<file path="src/rtl/alu_op_sequencer.sv">
// Multicycle sequencer for one R-type ALU instruction: fetches operands,
// drives the ALU, then performs a flag-conditional register writeback.
module alu_op_sequencer #(
  parameter int W = 16
) (
  input  logic         clk,
  input  logic         rst,
  input  logic         in_valid,
  input  logic [15:0]  in_instr,
  output logic         in_ready,
  output logic [2:0]   rf_ra_addr,
  output logic [2:0]   rf_rb_addr,
  input  logic [W-1:0] rf_ra_data,
  input  logic [W-1:0] rf_rb_data,
  output logic         rf_we,
  output logic [2:0]   rf_wr_addr,
  output logic [W-1:0] rf_wr_data,
  output logic [W-1:0] alu_a,
  output logic [W-1:0] alu_b,
  output logic [3:0]   alu_ctrl,
  input  logic [W-1:0] alu_out,
  input  logic         alu_zero,
  input  logic         alu_carry,
  output logic         done,
  output logic         skipped,
  output logic         err,
  output logic         z_flag,
  output logic         c_flag
);

  typedef enum logic [1:0] {
    S_IDLE = 2'd0,
    S_READ = 2'd1,
    S_EXEC = 2'd2,
    S_WB   = 2'd3
  } state_t;

  localparam logic [3:0] CTRL_ADD  = 4'b0000;
  localparam logic [3:0] CTRL_NAND = 4'b0001;
  localparam logic [3:0] CTRL_SUB  = 4'b0010;

  state_t         state_q, state_d;
  logic [3:0]     opc_q, opc_d;
  logic [2:0]     ra_q, ra_d;
  logic [2:0]     rb_q, rb_d;
  logic [2:0]     rc_q, rc_d;
  logic [1:0]     cz_q, cz_d;
  logic [W-1:0]   op_a_q, op_a_d;
  logic [W-1:0]   op_b_q, op_b_d;
  logic [3:0]     ctrl_q, ctrl_d;
  logic           upd_c_q, upd_c_d;
  logic           skip_q, skip_d;
  logic           err_q, err_d;
  logic [W-1:0]   res_q, res_d;
  logic           zero_q, zero_d;
  logic           carry_q, carry_d;
  logic           z_q, z_d;
  logic           c_q, c_d;

  logic           dec_legal;
  logic           dec_cond_ok;
  logic           dec_upd_c;
  logic [3:0]     dec_ctrl;
  logic           unused_bits;

  // Instruction bit 2 carries no meaning for these R-type forms.
  assign unused_bits = in_instr[2];

  // Decode of the latched instruction; conditions use the flags as they stand now.
  always_comb begin
    dec_legal   = 1'b0;
    dec_cond_ok = 1'b0;
    dec_upd_c   = 1'b0;
    dec_ctrl    = CTRL_ADD;
    case (opc_q)
      4'b0000: begin
        dec_ctrl  = CTRL_ADD;
        dec_upd_c = 1'b1;
        case (cz_q)
          2'b00: begin dec_legal = 1'b1; dec_cond_ok = 1'b1; end
          2'b10: begin dec_legal = 1'b1; dec_cond_ok = c_q;  end
          2'b01: begin dec_legal = 1'b1; dec_cond_ok = z_q;  end
          default: ;
        endcase
      end
      4'b0010: begin
        dec_ctrl = CTRL_NAND;
        case (cz_q)
          2'b00: begin dec_legal = 1'b1; dec_cond_ok = 1'b1; end
          2'b10: begin dec_legal = 1'b1; dec_cond_ok = c_q;  end
          2'b01: begin dec_legal = 1'b1; dec_cond_ok = z_q;  end
          default: ;
        endcase
      end
      4'b0001: begin
        dec_ctrl = CTRL_SUB;
        if (cz_q == 2'b00) begin
          dec_legal   = 1'b1;
          dec_cond_ok = 1'b1;
        end
      end
      default: ;
    endcase
  end

  always_comb begin
    state_d = state_q;
    opc_d   = opc_q;
    ra_d    = ra_q;
    rb_d    = rb_q;
    rc_d    = rc_q;
    cz_d    = cz_q;
    op_a_d  = op_a_q;
    op_b_d  = op_b_q;
    ctrl_d  = ctrl_q;
    upd_c_d = upd_c_q;
    skip_d  = skip_q;
    err_d   = err_q;
    res_d   = res_q;
    zero_d  = zero_q;
    carry_d = carry_q;
    z_d     = z_q;
    c_d     = c_q;
    case (state_q)
      S_IDLE: begin
        if (in_valid) begin
          opc_d   = in_instr[15:12];
          ra_d    = in_instr[11:9];
          rb_d    = in_instr[8:6];
          rc_d    = in_instr[5:3];
          cz_d    = in_instr[1:0];
          state_d = S_READ;
        end
      end
      S_READ: begin
        op_a_d  = rf_ra_data;
        op_b_d  = rf_rb_data;
        ctrl_d  = dec_ctrl;
        upd_c_d = dec_upd_c;
        err_d   = ~dec_legal;
        skip_d  = dec_legal & ~dec_cond_ok;
        state_d = (dec_legal && dec_cond_ok) ? S_EXEC : S_WB;
      end
      S_EXEC: begin
        res_d   = alu_out;
        zero_d  = alu_zero;
        carry_d = alu_carry;
        state_d = S_WB;
      end
      S_WB: begin
        if (!skip_q && !err_q) begin
          z_d = zero_q;
          if (upd_c_q) begin
            c_d = carry_q;
          end
        end
        state_d = S_IDLE;
      end
      default: state_d = S_IDLE;
    endcase
  end

  always_ff @(posedge clk) begin
    if (rst) begin
      state_q <= S_IDLE;
      opc_q   <= '0;
      ra_q    <= '0;
      rb_q    <= '0;
      rc_q    <= '0;
      cz_q    <= '0;
      op_a_q  <= '0;
      op_b_q  <= '0;
      ctrl_q  <= '0;
      upd_c_q <= 1'b0;
      skip_q  <= 1'b0;
      err_q   <= 1'b0;
      res_q   <= '0;
      zero_q  <= 1'b0;
      carry_q <= 1'b0;
      z_q     <= 1'b0;
      c_q     <= 1'b0;
    end else begin
      state_q <= state_d;
      opc_q   <= opc_d;
      ra_q    <= ra_d;
      rb_q    <= rb_d;
      rc_q    <= rc_d;
      cz_q    <= cz_d;
      op_a_q  <= op_a_d;
      op_b_q  <= op_b_d;
      ctrl_q  <= ctrl_d;
      upd_c_q <= upd_c_d;
      skip_q  <= skip_d;
      err_q   <= err_d;
      res_q   <= res_d;
      zero_q  <= zero_d;
      carry_q <= carry_d;
      z_q     <= z_d;
      c_q     <= c_d;
    end
  end

  // Outputs are decoded from state so every bus idles at zero outside its phase.
  always_comb begin
    in_ready   = 1'b0;
    rf_ra_addr = '0;
    rf_rb_addr = '0;
    rf_we      = 1'b0;
    rf_wr_addr = '0;
    rf_wr_data = '0;
    alu_a      = '0;
    alu_b      = '0;
    alu_ctrl   = '0;
    done       = 1'b0;
    skipped    = 1'b0;
    err        = 1'b0;
    case (state_q)
      S_IDLE: in_ready = 1'b1;
      S_READ: begin
        rf_ra_addr = ra_q;
        rf_rb_addr = rb_q;
      end
      S_EXEC: begin
        alu_a    = op_a_q;
        alu_b    = op_b_q;
        alu_ctrl = ctrl_q;
      end
      S_WB: begin
        done    = 1'b1;
        skipped = skip_q;
        err     = err_q;
        if (!skip_q && !err_q) begin
          rf_we      = 1'b1;
          rf_wr_addr = rc_q;
          rf_wr_data = res_q;
        end
      end
      default: ;
    endcase
  end

  assign z_flag = z_q;
  assign c_flag = c_q;

endmodule

</file>
<file path="config.mk">
export PLATFORM = sky130hd
export DESIGN_NAME = alu_op_sequencer
export DESIGN_NICKNAME = d
export VERILOG_FILES = /design/src/rtl/alu_op_sequencer.sv
export SDC_FILE = /design/constraint.sdc
export NUM_CORES = 1
export LEC_CHECK = 0
export ABC_AREA = 1
export CAP_MARGIN = 40
export CORE_MARGIN = 2
export CORE_UTILIZATION = 45
export CTS_CLUSTER_SIZE = 20
export DETAILED_ROUTE_END_ITERATION = 10
export PLACE_DENSITY = 0.85
export SYNTH_ARGS = -nofsm -noshare
export SYNTH_HDL_FRONTEND = slang
export SYNTH_SLANG_ARGS = --single-unit
</file>
<file path="constraint.sdc">
create_clock -name clk -period 1.9 [get_ports clk]
set_input_delay 0.19 -clock clk [delete_from_list [all_inputs] [get_ports clk]]
set_output_delay 0.19 -clock clk [all_outputs]
set_load 0.05 [all_outputs]
</file>
# == Word-level counts from Yosys, hierarchy flattened ==
# Cells that the tools add are included.
# op_classes
eq_ne,8
n_mux,25
bitwise_logic,3
reduce_logical,12
# ops
cell,n
16-bit 2-to-1 mux,4
3-bit 2-to-1 mux,4
1-bit 2-to-1 mux,10
2-bit case mux with 4 select lines,1
2-bit == test (second input constant),3
2-bit by 1-bit == test with 1-bit output (second input constant),2
4-bit by 1-bit == test with 1-bit output (second input constant),1
4-bit by 2-bit == test with 1-bit output (second input constant),1
2-bit zero test,2
4-bit zero test,1
4-bit 2-to-1 mux,1
1-bit case mux with 2 select lines,2
2-bit case mux with 2 select lines,1
2-bit AND reduction,2
1-bit case mux with 3 select lines,1
3-bit AND reduction,1
3-bit OR reduction,1
1-bit logical AND,2
1-bit zero test,2
2-bit 2-to-1 mux,1
2-bit inequality test (second input constant),1
1-bit NOT,2
2-bit OR reduction,1
1-bit AND,1
# word_totals
reg_bits,76
out_inout_bits,68

# == Longest topological paths before layout ==
# Gate-level depths: netlist of run 1.
# logic_depth
ltp_word,7
depth_mapped,7
ltp_nobuf,7

# == Worst setup path after synthesis of run 1 ==
# Ideal clock, no wire load.
# synth_timing
path_kind,register to output
from,register state_q[0]
to,output port rf_wr_addr[0]
arrival_time_ns,1.854
required_ns,1.710
setup_slack_ns,-0.144
path_stages_with_launch,5
cell_sequence,dfxtp_1 -> ha_1 -> nand2_1 -> buf_2 -> nor2_1
# synth_between
elab_chain_len,2
# synth_lines
element,line_no,source
start: declaration,42,"state_t state_q, state_d;"
start signal: assignment,183,state_q <= state_d;
2-bit == test,217,case (state_q)
3-bit 2-to-1 mux,217,
end: declaration,16,"output logic [2:0] rf_wr_addr,"
# No other way between the ends.

# == Final worst setup path of run 1 ==
# layout_timing
from,register state_q[1]
to,output port rf_wr_data[8]
# layout_between
elab_chain_len,2
# layout_lines
element,line_no,source
2-bit == test,217,
16-bit 2-to-1 mux,217,
end: declaration,17,"output logic [W-1:0] rf_wr_data,"
# No other way between the ends.

==> flow_metrics.py, run 1 <==
metrics = {
    "yosys": {
        "synth_cell_types": 22,
        "synth.area.top_cells": "dfxtp_1 47%, nor2_1 14%, o21ai_0 11%",
        "synth_warnings": 0,
        "synth.cell_area_um2": 3170,
        "netlist_instances": 462,
        "avgSynthCellArea_um2": 6.86,
        "synth_seq_area_share": 0.467,
        "synth_largest_area_cell": "dfxtp_1",
        "yosysTopAreaCellShare": 0.467,
        "synth_seq_cells": 74,
    },
    "setup_path": {
        "critPathRequiredTime_ns": 1.71,
        "arrival_ns": 1.61,
        "end_kind": "output pin",
        "start_kind": "register",
        "r2r-end": "rb_q[2]",
        "r2r-start": "state_q[0]",
        "reg2reg_depth": 6,
        "crit_fanout": 21,
        "critPathKind": "register to output pin",
        "r2r_setup_slack_ns": 0.30,
    },
    "die": {
        "die_height_um": 87.9,
        "die_area_um2": 7730,
        "io_pins": 137,
        "die_w_um": 87.9,
        "rows": 30,
        "core_um2": 6790,
        "start_util": 0.466,
    },
    "global_route": {
        "met2_usage": 0.437,
        "grt_pass1_vias": 3259,
        "grt.met1_usage": 0.289,
        "grt_max_degree": 37,
        "grt_usage": 0.247,
        "grt_use_met3": 0.0613,
        "antenna_found_initial": 0,
        "grt.busiest_layer": "met2",
        "grt_pass1_wl_um": 15100,
        "grt-ovfl-total": 0,
    },
    "place": {
        "dp.final_hpwl_um": 6690,
        "gp_congestion": 0.805,
        "place_area_um2": 5130,
        "place_ws_ns": 0.291,
        "dp_cells": 673,
        "io_buffer_count": 133,
    },
    "outcome": {
        "status": "complete, no violations",
    },
    "worst_hold_path": {
        "hp-class": "primary input to register",
        "hold_path_depth": 3,
        "hp-start": "rf_rb_data[14]",
        "min_to": "op_b_q[14]",
    },
    "clocking": {
        "cts_buffer_depth": 2,
        "cts-buffers-inserted": 9,
        "clk_latency_ns": 0.33,
        "cts_max_level": 3,
        "cts_root_buffer": "clkbuf_8",
        "cts_tree": "done",
        "clk_pin_slew_ns": 0.07,
        "clock_sinks": 74,
    },
    "routing": {
        "drtPass1Iterations": 5,
        "via_count": 3378,
        "wire_per_inst_um": 13.6,
        "via_per_inst": 4.91,
        "drt_iter0_markers": 133,
        "drc": 0,
        "ant_nets": 0,
        "routed_wl_um": 9350,
    },
    "sta": {
        "max_freq_mhz": 556,
        "min_period_ns": 1.80,
        "fin_skew_ns": 0.0106,
        "finalSetupViolCount": 0,
        "worst_slew_pin_slew_ns": 0.538,
        "fin_setup_tns_ns": 0,
        "grt_setup_unrepaired": "true",
        "fin_ws_ns": 0.102,
        "hold_viol_final": 0,
        "max_slew_margin": 0.639,
        "hold_ws_ns": 0.439,
        "drv_slew": 0,
        "period_share": 0.946,
    },
    "power_and_ir_drop": {
        "p_leak_nw": 2.50,
        "ir_drop_v": 0.000655,
        "finalPower_mw": 6.50,
        "pwr_density_cell_nw_per_um2": 1200,
    },
    "flow_run": {
        "cap_violations": 0,
    },
    "finish": {
        "antennaDiodeCount": 0,
        "drive_gt1_frac": 0.179,
        "stdcell_count": 688,
        "nets": 661,
        "fin_area_um2": 5420,
        "fin_util": 0.798,
        "syn_to_final_growth_pct": 71.1,
    },
}
placed cells by master (no fill, tap or decap), drive strengths merged:
cell	instances
nand4	1
clkdlybuf4s50	69
bufinv	2
a21oi	29
clkinv	1
ha	4
a211oi	1
o211ai	1
o21ai	71
conb	2
clkinvlp	2
clkbuf	11
nor2	114
nand3	3
or2	1
dfxtp	74
nand2	59
inv	73
buf	73
nor3	1
power breakdown:
part / total [mW] / leakage (nW) / internal, mW / switching, mW
clock: 1.36 / 0.108 / 0.804 / 0.551
combinational: 2.83 / 1.79 / 1.09 / 1.74
sequential: 2.32 / 0.609 / 2.06 / 0.256
logic make-up (layout without fill, tap and decap cells):
group,Yosys count,after routing,synth area share
other,1,2,0.00118
DFF,74,74,0.467
and+or+nand+nor,179,179,0.215
AOI/OAI and AO/OA,102,102,0.164
buffers and inverters,102,231,0.136
adders and majority gates,4,4,0.0158
flip-flops by register name, indices dropped and copies added, names as in the netlist, 2 cells and up:
register and flops:
ctrl_q 2, cz_q 2, op_a_q 16, op_b_q 16, opc_q 4, ra_q 3
rb_q 3, rc_q 3, res_q 16, state_q 2
how the worst max path moves through the flow:
stage / startpoint / endpoint / slack, ns
6_report: state_q[1] / rf_wr_data[8] / 0.10
3_5_place_dp: state_q[0] / alu_b[14] / 0.29
4_1_cts: state_q[0] / alu_b[13] / 0.04
3_3_place_gp: state_q[0] / alu_a[2] / 0.33
5_1_grt: state_q[1] / rf_wr_data[13] / -0.01
2_1_floorplan: state_q[0] / rf_wr_addr[0] / -0.14
timing repair:
action                     CTS  global route
setup buffers                0             0
hold buffers                 0             0
setup endpoints to repair   27            50
resized for setup            3            18
area by class of cell:
cell class                      count  area (µm²)
Sequential cell                    74        1480
Tap cell                           96         120
Clock buffer                       11         151
Inverter                           74         280
Fill cell                         425        1370
Timing Repair Buffer              142        2010
Multi-Input combinational cell    287        1310
Clock inverter                      4        75.1
synth_stat cells:
cell	number
nor2_1	114
dfxtp_1	74
inv_1	71
o21ai_0	71
nand2_1	59
a21oi_1	29
buf_2	18
clkbuf_2	4
ha_1	4
buf_4	3
nand3_1	3
clkbuf_1	2
a211oi_2	1
buf_6	1
clkinv_1	1
conb_1	1
inv_2	1
inv_4	1
nand4_1	1
nor3_1	1
o211ai_1	1
or2_1	1
routing by layer:
layer,routed length [µm],part of all wire,vias up
met3,621,0.066,16
met4,166,0.018,0
met1,3680,0.39,1597
li1,-,-,1652
met2,4880,0.52,113
met5,0,0,-
critical path, cell delays in order, from the launching register on:
cell	delay (ns)
dfxtp_1	0.41
ha_2	0.25
nand2_1	0.08
buf_6	0.18
nor2_1	0.19
buf_12	0.17
Note: power is estimated with default switching activity, not from simulation.
==> run 2: changes to the inputs <==
- CORE_UTILIZATION: 45 -> 65
- DONT_BUFFER_PORTS: not set -> 1
- PLACE_DENSITY: 0.85 -> 0.81
==> run 2 against run 1 <==
Effect of this change:
- the flow now finishes with violations (negative hold slack)
- register-to-register slack got worse by 0.03 ns
- sequential power increased by 3%
- critical path depth unchanged
- critical endpoint is now rf_wr_data[6]
==> flow_metrics.py, run 2 (synthesis results as in run 1) <==
metrics = {
    "routing": {
        "routed_wl_um": 12400,
        "drt_iter0_markers": 513,
        "drc": 0,
        "via_per_inst": 6.07,
        "wire_per_inst_um": 20.6,
        "drtPass1Iterations": 7,
        "via_count": 3656,
        "ant_nets": 0,
    },
    "flow_run": {
        "cap_violations": 0,
    },
    "place": {
        "gp_congestion": 0.838,
        "dp_cells": 575,
        "dp.final_hpwl_um": 6290,
        "place_ws_ns": 0.256,
        "io_buffer_count": 0,
    },
    "die": {
        "start_util": 0.671,
        "die_area_um2": 5450,
        "rows": 25,
        "die_height_um": 73.8,
        "die_w_um": 73.8,
        "core_um2": 4720,
        "io_pins": 137,
    },
    "sta": {
        "fin_ws_ns": 0.0343,
        "min_period_ns": 1.87,
        "max_freq_mhz": 536,
        "finalSetupViolCount": 0,
        "fin_skew_ns": 0.0137,
        "hold_ws_ns": -0.00605,
        "worst_slew_pin_slew_ns": 0.565,
        "hold_viol_final": 1,
        "drv_slew": 0,
        "period_share": 0.982,
        "max_slew_margin": 0.621,
        "grt_setup_unrepaired": "false",
    },
    "finish": {
        "nets": 603,
        "syn_to_final_growth_pct": 42.1,
        "final_common_cell": "nor2_1",
        "drive_gt1_frac": 0.180,
        "final_cell_mix": "113 x nor2_1, 72 x dfxtp_1, 71 x o21ai_0",
        "nFillCells": 127,
        "multi_input_area_um2": 1280,
        "regArea_um2": 1480,
        "stdcell_count": 602,
        "largest_registers": "op_a_q x16, op_b_q x16, res_q x16",
    },
    "worst_hold_path": {
        "min_to": "op_a_q[10]",
        "hold_path_depth": 2,
        "hp-start": "rf_ra_data[10]",
        "hp-class": "primary input to register",
    },
    "clocking": {
        "cts_tree": "done",
        "cts-buffers-inserted": 9,
        "cts_root_buffer": "clkbuf_8",
        "cts_post_setup_buffers_inserted": 0,
        "clock_sinks": 74,
        "cts_buffer_depth": 2,
        "cts_max_level": 3,
        "clk_latency_ns": 0.36,
        "clk_pin_slew_ns": 0.07,
    },
    "global_route": {
        "grt_pass1_wl_um": 18100,
        "grt_usage": 0.460,
        "grt-ovfl-total": 0,
        "grt_pass1_vias": 3582,
        "grt_max_degree": 44,
        "antenna_found_initial": 0,
    },
    "setup_path": {
        "r2r-end": "ra_q[0]",
        "end_kind": "output pin",
        "crit_path_start": "state_q[1]",
        "start_kind": "register",
        "critPathKind": "register to output pin",
        "crit_fanout": 21,
        "r2r_setup_slack_ns": 0.27,
        "r2r-start": "state_q[1]",
        "critPathRequiredTime_ns": 1.71,
        "reg2reg_depth": 6,
        "arrival_ns": 1.68,
    },
    "power_and_ir_drop": {
        "p_leak_nw": 2.21,
        "pwr_density_cell_nw_per_um2": 1440,
        "ir_drop_v": 0.000998,
        "finalPower_mw": 6.49,
    },
    "outcome": {
        "violations": "negative hold slack",
        "status": "finished with violations",
    },
}
## run 2: changes by cell type in the layout (fill, tap and decap cells not counted), sizes merged
cell / delta
inv: -1
clkdlybuf4s50: -69
clkinv: +2
clkinvlp: -1
diode: +1
clkbuf: +1
dlygate4sd3: +11
bufinv: -1
## run 2: where the power goes
part / leakage, nW / switching [mW] / internal [mW]
sequential: 0.610 / 0.322 / 2.07
clock: 0.0962 / 0.592 / 0.633
combinational: 1.50 / 1.94 / 0.941
## run 2: final cells by class
class	count	share of cell area
clock inverter	3	0.00889
sequential	74	0.330
tap	67	0.0186
timing repair buffer	84	0.263
antenna	1	0.000556
clock buffer	12	0.0322
inverter	74	0.0631
multi-input combinational	287	0.284
## run 2: how the worst max path moves through the flow
stage               slack [ns]             to
global placement          0.34      alu_b[12]
finish                    0.03  rf_wr_data[6]
detailed placement        0.26      alu_b[14]
floorplan                -0.14  rf_wr_addr[0]
CTS                       0.02  rf_ra_addr[2]
global route              0.02  rf_ra_addr[2]
## run 2: repair_timing
| item | 4_1_cts | 5_1_grt |
|---|---|---|
| hold endpoints to repair | 12 | 0 |
| endpoints found under the setup margin | 32 | 45 |
| hold buffers | 11 | 0 |
| resized for setup | 3 | 9 |
## run 2: per-stage QoR
step	util	cell area [µm²]	hold WS, ns	setup TNS [ns]
2_1_floorplan	-	3170	0.259	-2.72
3_3_place_gp	0.882	4170	0.264	0
3_5_place_dp	0.882	4170	0.265	0
4_1_cts	0.948	4480	0.000314	0
5_1_grt	0.953	4500	0.0000534	0
6_report	0.953	4500	-0.00605	0
## run 2: routing by layer
| metal | vias to the layer above | part of all wire | global-route usage |
|---|---|---|---|
| li1 | 1541 | - | - |
| met1 | 1652 | 0.33 | 0.473 |
| met2 | 373 | 0.48 | 0.776 |
| met3 | 90 | 0.11 | 0.139 |
| met4 | 0 | 0.077 | 0.352 |
| met5 | - | 0 | 0.0202 |
## run 2: critical path, cell delays in order (launching register included)
cell and delay [ns]:
dfxtp_2 0.38, ha_1 0.22, nand2_1 0.09, buf_4 0.22, nor2_1 0.18, buf_4 0.23
==> run 3: changes to the inputs <==
- CORE_UTILIZATION: 65 -> 40
- CTS_CLUSTER_DIAMETER: not set -> 100
- PLACE_DENSITY: 0.81 -> not set
==> run 3 against run 2 <==
Effect of this change:
- the run now ends clean
- final area rose by 6.0%
- hold slack improved by 0.015 ns
- die area is 59% higher
- non-clock buffer count grew 22
- critical endpoint is now alu_b[1]
- clock power up 11%
- maximum frequency up 5.0%
- sequential share of layout area is 1.9 points lower
==> flow_metrics.py, run 3 (synthesis results as in run 1) <==
metrics = {
    "outcome": {
        "status": "complete, no violations",
    },
    "global_route": {
        "grt_max_degree": 55,
        "grt_usage": 0.195,
        "grt_pass1_vias": 2979,
        "antenna_found_initial": 0,
        "grt.busiest_layer": "met2",
        "grt-ovfl-total": 0,
        "grt_pass1_wl_um": 13500,
        "grt_use_met3": 0.0774,
        "met2_usage": 0.340,
        "grt.met1_usage": 0.216,
    },
    "sta": {
        "fin_skew_ns": 0.0102,
        "finalSetupViolCount": 0,
        "min_period_ns": 1.78,
        "hold_viol_final": 0,
        "grt_setup_unrepaired": "false",
        "drv_slew": 0,
        "hold_ws_ns": 0.00879,
        "period_share": 0.935,
        "fin_setup_tns_ns": 0,
        "max_freq_mhz": 563,
    },
    "clocking": {
        "clk_latency_ns": 0.34,
        "cts_max_level": 3,
        "cts-buffers-inserted": 9,
        "cts_buffer_depth": 2,
        "cts_root_buffer": "clkbuf_8",
        "cts_tree": "done",
        "clock_sinks": 74,
        "clk_pin_slew_ns": 0.08,
        "cts_post_setup_buffers_inserted": 0,
    },
    "setup_path": {
        "critPathKind": "register to output pin",
        "r2r-start": "state_q[1]",
        "critPathRequiredTime_ns": 1.71,
        "start_kind": "register",
        "crit_fanout": 31,
        "arrival_ns": 1.59,
        "r2r-end": "state_q[0]",
        "r2r_setup_slack_ns": 0.19,
        "end_kind": "output pin",
        "reg2reg_depth": 7,
    },
    "power_and_ir_drop": {
        "ir_drop_v": 0.000679,
        "pwr-share-comb": 0.418,
        "p_seq_frac": 0.366,
        "power_switching_mw": 2.50,
        "switching_share": 0.400,
        "p_clk_frac": 0.216,
        "pwr_density_cell_nw_per_um2": 1310,
        "p_leak_nw": 2.32,
        "p_int_mw": 3.75,
    },
    "die": {
        "start_util": 0.412,
        "core_um2": 7690,
        "io_pins": 137,
        "rows": 32,
        "die_w_um": 93.0,
        "die_height_um": 93.0,
        "die_area_um2": 8650,
    },
    "finish": {
        "largest_registers": "op_a_q x16, op_b_q x16, res_q x16",
        "syn_to_final_growth_pct": 50.6,
        "antennaDiodeCount": 0,
        "nFillCells": 664,
        "drive_gt1_frac": 0.162,
        "final_cell_mix": "114 x nor2_1, 74 x dfxtp_1, 71 x inv_1, 71 x o21ai_0, 59 x nand2_1",
        "nets": 625,
        "final_common_cell": "nor2_1",
    },
    "place": {
        "dp.final_hpwl_um": 5390,
        "io_buffer_count": 0,
        "gp_congestion": 0.785,
    },
    "routing": {
        "via_count": 3101,
        "drtPass1Iterations": 4,
        "drt_iter0_markers": 69,
        "wire_per_inst_um": 12.7,
        "routed_wl_um": 8370,
        "ant_nets": 0,
        "drc": 0,
        "via_per_inst": 4.71,
    },
    "worst_hold_path": {
        "min_to": "op_a_q[10]",
        "hp-start": "rf_ra_data[10]",
        "hp-class": "primary input to register",
        "hold_path_depth": 2,
    },
    "flow_run": {
        "cap_violations": 0,
    },
}
run 3: cell count changes in the layout (fill, tap and decap cells not counted), moves of 2 or more:
cell           before  now
dfxtp_2             2    0
buf_6               2    0
ha_1                2    4
inv_1              69   71
dfxtp_1            72   74
dlygate4sd3_1      11   34
run 3: layer usage:
layer  wire length [µm]  vias up
met1               3480     1412
met5                  0        -
met4                109        0
met3                692       10
li1                   -     1581
met2               4090       98
run 3: worst max-delay path by stage:
stage                    end  slack, ns  startpoint
6_report            alu_b[1]       0.12  state_q[0]
5_1_grt             alu_b[9]      0.007  state_q[0]
4_1_cts            alu_a[14]      0.008  state_q[0]
3_5_place_dp      state_q[0]       0.20  state_q[1]
3_3_place_gp      state_q[0]       0.25  state_q[1]
2_1_floorplan  rf_wr_addr[0]      -0.14  state_q[0]
run 3: layout make-up:
type / count / area [µm²] / share of cell area
clock inverter: 6 / 90.1 / 0.0189
sequential: 74 / 1480 / 0.310
timing repair buffer: 106 / 1410 / 0.295
tap: 102 / 128 / 0.0267
inverter: 74 / 280 / 0.0587
clock buffer: 10 / 128 / 0.0267
multi-input combinational: 287 / 1260 / 0.264
run 3: metrics by stage:
stage / area, µm² / cells / power (mW) / setup WS, ns / utilization
finish: 4770 / 659 / 6.25 / 0.123 / 0.621
global route: 4770 / 659 / 6.67 / 0.00669 / 0.621
detailed placement: 4200 / 609 / 4.84 / 0.203 / 0.547
CTS: 4760 / 659 / 6.27 / 0.00847 / 0.619
floorplan: 3170 / 463 / 4.01 / -0.144 / -
global placement: 4200 / 609 / 4.76 / 0.248 / 0.547
run 3: critical path, cell delays in order, from the launching register on:
cell and delay (ns):
dfxtp_1 0.34, inv_1 0.13, ha_1 0.24, buf_12 0.20, nand2_1 0.07, inv_1 0.11, buf_12 0.15
run 3: what timing repair did:
item,CTS,global route
hold buffers,34,0
hold endpoints to repair,35,0
setup endpoints to repair,0,31
resized for setup,0,3
run 3: power by group through the flow:
stage                     registers, mW  logic (mW)  clock network (mW)
final                              2.29        2.61                1.35
after global routing               2.34        2.87                1.45
after CTS                          2.28        2.59                1.39
after detailed placement           2.32        2.52                   0
after global placement             2.29        2.47                   0
after floorplan                    2.27        1.73                   0
